==> src/rtl/segasys1_sound_cmd.sv <==
// Sound-command bridge: main-CPU command latch, NMI pulse per command and the
// periodic maskable IRQ that paces the sound Z80 driver.
module segasys1_sound_cmd #(
   parameter int IRQ_DIV  = 16667,
   parameter int NMI_LEN  = 8,
   parameter int INT_HOLD = 64
) (
   input  logic        CLK48M,
   input  logic        RESET,
   input  logic        SCPU_CLKEN,
   input  logic        SNDRQ,
   input  logic [7:0]  SNDNO,
   input  logic [15:0] SCPU_AD,
   input  logic        SCPU_MREQ,
   input  logic        SCPU_IORQ,
   input  logic        SCPU_RD,
   input  logic        SCPU_M1,
   output logic        LATCH_CS,
   output logic [7:0]  LATCH_DO,
   output logic        SCPU_NMI,
   output logic        SCPU_INT,
   output logic        PENDING,
   output logic        OVERRUN
);

   localparam int NMI_W  = $clog2(NMI_LEN + 1);
   localparam int DIV_W  = $clog2(IRQ_DIV + 1);
   localparam int HOLD_W = $clog2(INT_HOLD + 1);

   typedef enum logic {NMI_IDLE, NMI_PULSE} nmi_state_t;
   typedef enum logic {IRQ_IDLE, IRQ_ASSERTED} irq_state_t;

   logic [7:0]  latch_q;
   logic        pending_q, overrun_q;
   logic        read_clr;
   logic        unused_ad;

   nmi_state_t  nmi_state, nmi_next;
   logic [NMI_W-1:0] nmi_cnt, nmi_cnt_next;

   irq_state_t  irq_state, irq_next;
   logic [DIV_W-1:0]  div_cnt;
   logic [HOLD_W-1:0] hold_cnt, hold_next;
   logic        div_wrap, irq_ack;

   assign LATCH_CS  = SCPU_MREQ & SCPU_RD & (SCPU_AD[15:12] == 4'hE);
   assign read_clr  = LATCH_CS & SCPU_CLKEN;
   assign unused_ad = ^SCPU_AD[11:0];

   // A write on the same edge as a read wins and is not counted as an overrun.
   always_ff @(posedge CLK48M or posedge RESET) begin
      if (RESET) begin
         latch_q   <= 8'h00;
         pending_q <= 1'b0;
         overrun_q <= 1'b0;
      end else if (SNDRQ) begin
         latch_q   <= SNDNO;
         pending_q <= 1'b1;
         if (pending_q && !read_clr)
            overrun_q <= 1'b1;
      end else if (read_clr) begin
         pending_q <= 1'b0;
      end
   end

   always_ff @(posedge CLK48M or posedge RESET) begin
      if (RESET) begin
         nmi_state <= NMI_IDLE;
         nmi_cnt   <= '0;
      end else begin
         nmi_state <= nmi_next;
         nmi_cnt   <= nmi_cnt_next;
      end
   end

   always_comb begin
      nmi_next     = nmi_state;
      nmi_cnt_next = nmi_cnt;
      if (SNDRQ) begin
         nmi_next     = NMI_PULSE;
         nmi_cnt_next = NMI_W'(NMI_LEN);
      end else if (nmi_state == NMI_PULSE) begin
         if (nmi_cnt == '0)
            nmi_next = NMI_IDLE;
         else if (SCPU_CLKEN)
            nmi_cnt_next = nmi_cnt - NMI_W'(1);
      end
   end

   assign div_wrap = SCPU_CLKEN && (div_cnt == DIV_W'(IRQ_DIV - 1));
   assign irq_ack  = SCPU_M1 & SCPU_IORQ & SCPU_CLKEN;

   always_ff @(posedge CLK48M or posedge RESET) begin
      if (RESET)
         div_cnt <= '0;
      else if (SCPU_CLKEN)
         div_cnt <= div_wrap ? '0 : div_cnt + DIV_W'(1);
   end

   always_ff @(posedge CLK48M or posedge RESET) begin
      if (RESET) begin
         irq_state <= IRQ_IDLE;
         hold_cnt  <= '0;
      end else begin
         irq_state <= irq_next;
         hold_cnt  <= hold_next;
      end
   end

   // A new period always re-arms the request, even against a same-edge acknowledge.
   always_comb begin
      irq_next  = irq_state;
      hold_next = hold_cnt;
      if (div_wrap) begin
         irq_next  = IRQ_ASSERTED;
         hold_next = HOLD_W'(INT_HOLD);
      end else if (irq_state == IRQ_ASSERTED) begin
         if (irq_ack) begin
            irq_next  = IRQ_IDLE;
            hold_next = '0;
         end else if (SCPU_CLKEN) begin
            if (hold_cnt <= HOLD_W'(1)) begin
               irq_next  = IRQ_IDLE;
               hold_next = '0;
            end else begin
               hold_next = hold_cnt - HOLD_W'(1);
            end
         end
      end
   end

   assign LATCH_DO = latch_q;
   assign PENDING  = pending_q;
   assign OVERRUN  = overrun_q;
   assign SCPU_NMI = (nmi_state == NMI_PULSE);
   assign SCPU_INT = (irq_state == IRQ_ASSERTED);

endmodule

==> config.mk <==
export PLATFORM = sky130hd
export DESIGN_NAME = segasys1_sound_cmd
export DESIGN_NICKNAME = d
export VERILOG_FILES = /design/src/rtl/segasys1_sound_cmd.sv
export SDC_FILE = /design/constraint.sdc
export NUM_CORES = 1
export LEC_CHECK = 0
export ABC_AREA = 1
export CAP_MARGIN = 20
export CORE_UTILIZATION = 50
export DETAILED_ROUTE_END_ITERATION = 10
export PLACE_DENSITY = 0.88
export SLEW_MARGIN = 10
export SYNTH_ARGS = -nofsm -noshare
export SYNTH_HDL_FRONTEND = slang
export SYNTH_SLANG_ARGS = --single-unit
==> constraint.sdc <==
create_clock -name CLK48M -period 2 [get_ports CLK48M]
set_input_delay 0.6 -clock CLK48M [delete_from_list [all_inputs] [get_ports CLK48M]]
set_output_delay 0.6 -clock CLK48M [all_outputs]
set_load 0.005 [all_outputs]
; Yosys cells after proc, flatten, opt, wreduce, memory -nomap -nowiden
; Cells that the tools add are included.
; Widths: inputs -> output; s select.
[word_totals]
in_bits = 32
word_cells = 52
output_inout_bits = 13
register_bits = 38
[classes]
n_addsub = 3
n_eq_ne = 3
reduce_logical = 12
n_bitwise = 5
magnitude_cmp = 1
n_mux = 20
[op_table]
columns = cell, count
row1 = $mux 7, 5
row2 = $mux 4, 4
row3 = $add 15x1->15 const B, 1
row4 = $eq 15x15->1 const B, 1
row5 = $mux 15, 1
row6 = $mux 1, 10
row7 = $reduce_bool 2->1, 4
row8 = $le 7x1->1 const B, 1
row9 = $sub 7x1->7 const B, 1
row10 = $and 1x1->1, 5
row11 = $eq 4x4->1 const B, 1
row12 = $logic_not 4->1, 1
row13 = $reduce_and 2->1, 2
row14 = $sub 4x1->4 const B, 1
row15 = $reduce_and 3->1, 1
row16 = $reduce_bool 3->1, 1
row17 = $logic_and 1x1->1, 2
row18 = $ne 2x2->1 const B, 1
row19 = $logic_not 1->1, 1

; Longest topological paths before layout
; Gate-level depths: netlist of run 1.
[logic_depth]
ltp_word = 6
ltp_mapped = 11
mapped_depth_nobuf = 11

; Worst setup path after synthesis of run 1
; OpenSTA, ideal clock, no wires.
[synth_path]
kind = input-to-output
from = input SCPU_AD[14]
to = output LATCH_CS
path_stages = 2
setup_slack_ns = 0.508
arrival_time_ns = 0.892
path_buffers = 0
path_cell_list = nand4_1 > nor3_1
[synth_via]
elab_chain_len = 2
[synth_lines]
columns = element, line_no
row1 = "start, declared", 13  ; input logic [15:0] SCPU_AD,
row2 = $eq 4x4->1, 46  ; assign LATCH_CS = SCPU_MREQ & SCPU_RD & (SCPU_AD[15:12] == 4'hE);
row3 = $and 1x1->1, 46
row4 = "end, declared", 18  ; output logic LATCH_CS,
; No other way between the ends.

; Final worst setup path of run 1
[layout_path]
from = input SCPU_AD[12]
to = output LATCH_CS
; The elaborated chain is that of the path after synthesis.

==> Flow_metrics.wiki, run 1 <==
{| class="wikitable"
! Metric !! Value
|-
| Area enclosed by the die boundary || between 4000 and 5000 sq um
|-
| First-iteration detailed-routing DRC count || 82
|-
| Top Ports || 45
|-
| Count of cells along the worst hold path || 2
|-
| Post-CTS setup buffer count || 0
|-
| Syn Inst Count || 267
|-
| Final Slew Violations || 0
|-
| Initial antenna violation count || 0
|-
| Cell variety after synth || 28
|-
| CTS H-tree depth || 2
|-
| Post-Route Skew || 0.00350 ns
|-
| Unrepaired setup endpoints after global routing || false
|-
| Buffers plus inverters on the worst setup path || 2
|-
| Leftover overflow at the end of global routing || 0
|-
| Worst vdd ir || 610 uV
|-
| Number of placement rows || 23
|-
| Crit share post-route || 0.943
|-
| Synth warn || 0
|-
| Startpoint type of the worst setup path || input pin
|-
| Delay contributed by the slowest stage of the critical path || 0.41 ns
|-
| Placement-stage worst setup slack || -0.489 ns
|-
| Clock buffer count from CTS || 5
|-
| Register bit total from synthesis || 38
|-
| Largest fanout of any net on the critical path || 2
|-
| Vias in the first global route || 1,847
|-
| Power density normalized to cell area || 1020 nW/um^2
|-
| Part of the power in the clock network || 0.242
|-
| Leakage power || roughly 0.0013 uW
|-
| Top area cells in the synthesized netlist || dfrtp_1 46%, nand2_1 14%, nand3_1 6.0%, inv_1 5.2%, nor2_1 5.2%
|-
| Leading cell types in the layout, fill and taps excluded || 76 x nand2_1, 38 x dfrtp_1, 29 x nor2_1, 29 x inv_1, 26 x clkdlybuf4s50_1
|-
| Category of cells accounting for the largest share of critical-path delay || buffers and inverters
|-
| Worst Path Class, Setup || in -> out
|-
| Part of the Yosys area used for sequential elements || 0.457
|-
| Class of the most critical hold timing path || reg -> reg
|-
| Max Freq || 530 MHz
|-
| PortBufs || 32
|-
| Design Power || 2700 uW
|-
| Die height || 66.5 um
|-
| Diode count || 0
|-
| Clock edge transition at the registers on the reported setup and hold paths || 0.08 ns
|-
| Number of nets in the synthesized netlist || 305
|-
| Initial Utilization || 0.520
|-
| Slowest cell on the critical path || clkdlybuf4s50_1
|-
| Global-route wire length before repair || ~7500 um
|-
| Die Span X || 66.5 um
|-
| Portion of total power attributed to combinational logic || 0.336
|-
| Top-area cell type share of the netlist area || 0.457
|-
| TritonCTS clock tree || done
|-
| Maximum count of clock buffers along a single path || 2
|-
| Fraction of final layout cells sized beyond drive strength 1 || 0.109
|-
| Pin count of the biggest net entering global routing || 39
|-
| Routed wire length || 4280 um
|-
| Post-synthesis instance area || 2080 sq um
|-
| Data arrival time at the worst-slack endpoint || 1.29 ns
|-
| Library cell used as clock root buffer || clkbuf_8
|-
| Number of setup violations in the final report || 0
|-
| Path depth of the worst reg2reg path || 11
|-
| Slew margin rel. || 0.744
|-
| Fraction of power spent switching nets || 0.369
|-
| Vias per Instance || 5.08
|-
| All-layer global routing usage || 0.228
|-
| Clk Latency, worst-skew pair || 0.29 ns
|-
| Core ar. || 4000 sq um
|-
| Number of nets still failing antenna checks after routing || 0
|-
| Ordered list of cells on the worst path || clkdlybuf4s50_1 -> nor3_2 -> buf_2
|-
| GP Congestion || 0.914
|-
| Hold wc startpoint || LATCH_DO[1]
|-
| FF-to-FF Start || div_cnt[0]
|-
| Data required time at the worst endpoint || 1.40 ns
|-
| Number of nets in the finished design || 350
|-
| FF-to-FF End || hold_cnt[5]
|-
| Most common cell after layout, fill and taps aside || nand2_1
|-
| Mean cell area of the mapped netlist || 7.80 sq um
|-
| Cell Int Power || 1700 uW
|-
| Average wire length per cell after detail routing || 11.8 um
|-
| Outcome || finished, final reports clean
|-
| DRC Markers || 0
|-
| Routed via count || 1,845
|-
| Final worst path period need || 1.89 ns
|-
| Number of maximum-capacitance violations || 0
|-
| PnR worst setup slack || 0.115 ns
|-
| Post-synthesis to final-layout area growth || 27.0%
|-
| Worst Tran Pin Value || around 0.38 ns
|-
| Power dissipated by switching net loads || 994 uW
|-
| # clock sinks || 38
|-
| Worst min-delay path endpoint || LATCH_DO[1]
|-
| Number of search-and-repair iterations in the first detailed-routing pass || 4
|-
| Total count of hold-check failures in the final report || 0
|-
| Flop pwr share || 0.421
|-
| R2r setup slk || 0.37 ns
|-
| CP endpoint kind || output port
|-
| Leading area contributor after synthesis || dfrtp_1
|-
| Dpl hpwl || 3230 um
|}
[power groups by stage]
stage / combinational, uW / clock, uW / sequential [uW]
2_1_floorplan: 678 / 0 / 1110
3_3_place_gp: 862 / 0 / 1140
3_5_place_dp: 906 / 0 / 1150
4_1_cts: 912 / 666 / 1130
5_1_grt: 1040 / 693 / 1170
6_report: 907 / 654 / 1140
[worst max-delay path by stage]
stage	start	to	cells past startpoint
floorplan	SCPU_AD[14]	LATCH_CS	2
global placement	SCPU_AD[14]	LATCH_CS	4
detailed placement	SCPU_AD[14]	LATCH_CS	4
CTS	SCPU_AD[15]	LATCH_CS	4
global route	SCPU_AD[12]	LATCH_CS	3
finish	SCPU_AD[12]	LATCH_CS	3
[stage by stage]
| step | utilization | instances | cell area, sq um | TNS [ns] | hold slack, ns |
|---|---|---|---|---|---|
| 2_1_floorplan | - | 267 | 2080 | 0 | 0.449 |
| 3_3_place_gp | 0.633 | 355 | 2530 | -0.989 | 0.453 |
| 3_5_place_dp | 0.633 | 355 | 2530 | -1.41 | 0.458 |
| 4_1_cts | 0.660 | 363 | 2640 | 0 | 0.478 |
| 5_1_grt | 0.661 | 363 | 2640 | 0 | 0.503 |
| 6_report | 0.661 | 363 | 2640 | 0 | 0.478 |
[worst min-delay path: cells and delay by family, from the launching register on]
family           cells  cell delay (ns)
flip-flops           1             0.35
AND/OR/NAND/NOR      2             0.09
[state kept, by name, summed over array words and instances, names as in the netlist]
register	cells
div_cnt	15
PENDING	1
LATCH_DO	8
OVERRUN	1
SCPU_INT	1
nmi_cnt	4
SCPU_NMI	1
hold_cnt	7
[Yosys cell counts (all sizes together)]
library cell and instances:
o21a 1, ha 6, o31ai 2, nor2 33, nand4 6, buf 2
xor2 7, inv 32, nand2 79, dfrtp 38, o21bai 3, nand3 25
nor3 13, nor3b 1, and3 1, a21oi 6, o21ai 9, clkbuf 3
[cell families (layout without fill, tap and decap cells)]
logic type	count (synthesis)	in the layout	synth area share
buffers and inverters	37	83	0.0733
XOR/XNOR	7	7	0.0294
flip-flops	38	38	0.457
AND/OR/NAND/NOR	158	158	0.341
adder cells (fa/ha/maj)	6	6	0.0361
AO/OA/AOI/OAI	21	21	0.0631
[final cells by class]
class / instances / area [sq um]
sequential: 38 / 951
clock buffer: 5 / 68.8
inverter: 32 / 125
tap: 50 / 62.6
fill: 313 / 1360
timing repair buffer: 43 / 408
clock inverter: 3 / 45.0
multi-input combinational: 192 / 983
[repair_timing]
item / 4_1_cts / 5_1_grt
hold buffers: 0 / 0
pin swaps: 2 / 1
gates resized for setup: 9 / 1
endpoints found under the setup margin: 1 / 1
[per-layer routing]
layer | wire length [um] | vias to the layer above | global-route usage
li1 | - | 940 | -
met1 | 1840 | 861 | 0.243
met2 | 2210 | 36 | 0.421
met3 | 132 | 8 | 0.0514
met4 | 89 | 0 | 0.106
met5 | 0 | - | 0
Power figures use the tool's default switching activity.
==> inputs of run 2 (changes only) <==
--- a/config.mk
+++ b/config.mk
@@ -8,6 +8,7 @@
 export ABC_AREA = 1
 export CAP_MARGIN = 20
 export CORE_UTILIZATION = 50
+export CTS_CLUSTER_DIAMETER = 150
 export DETAILED_ROUTE_END_ITERATION = 10
 export PLACE_DENSITY = 0.88
 export SLEW_MARGIN = 10
==> results of run 2 <==
No change in the layout: final DEF, timing and power equal those of run 1.
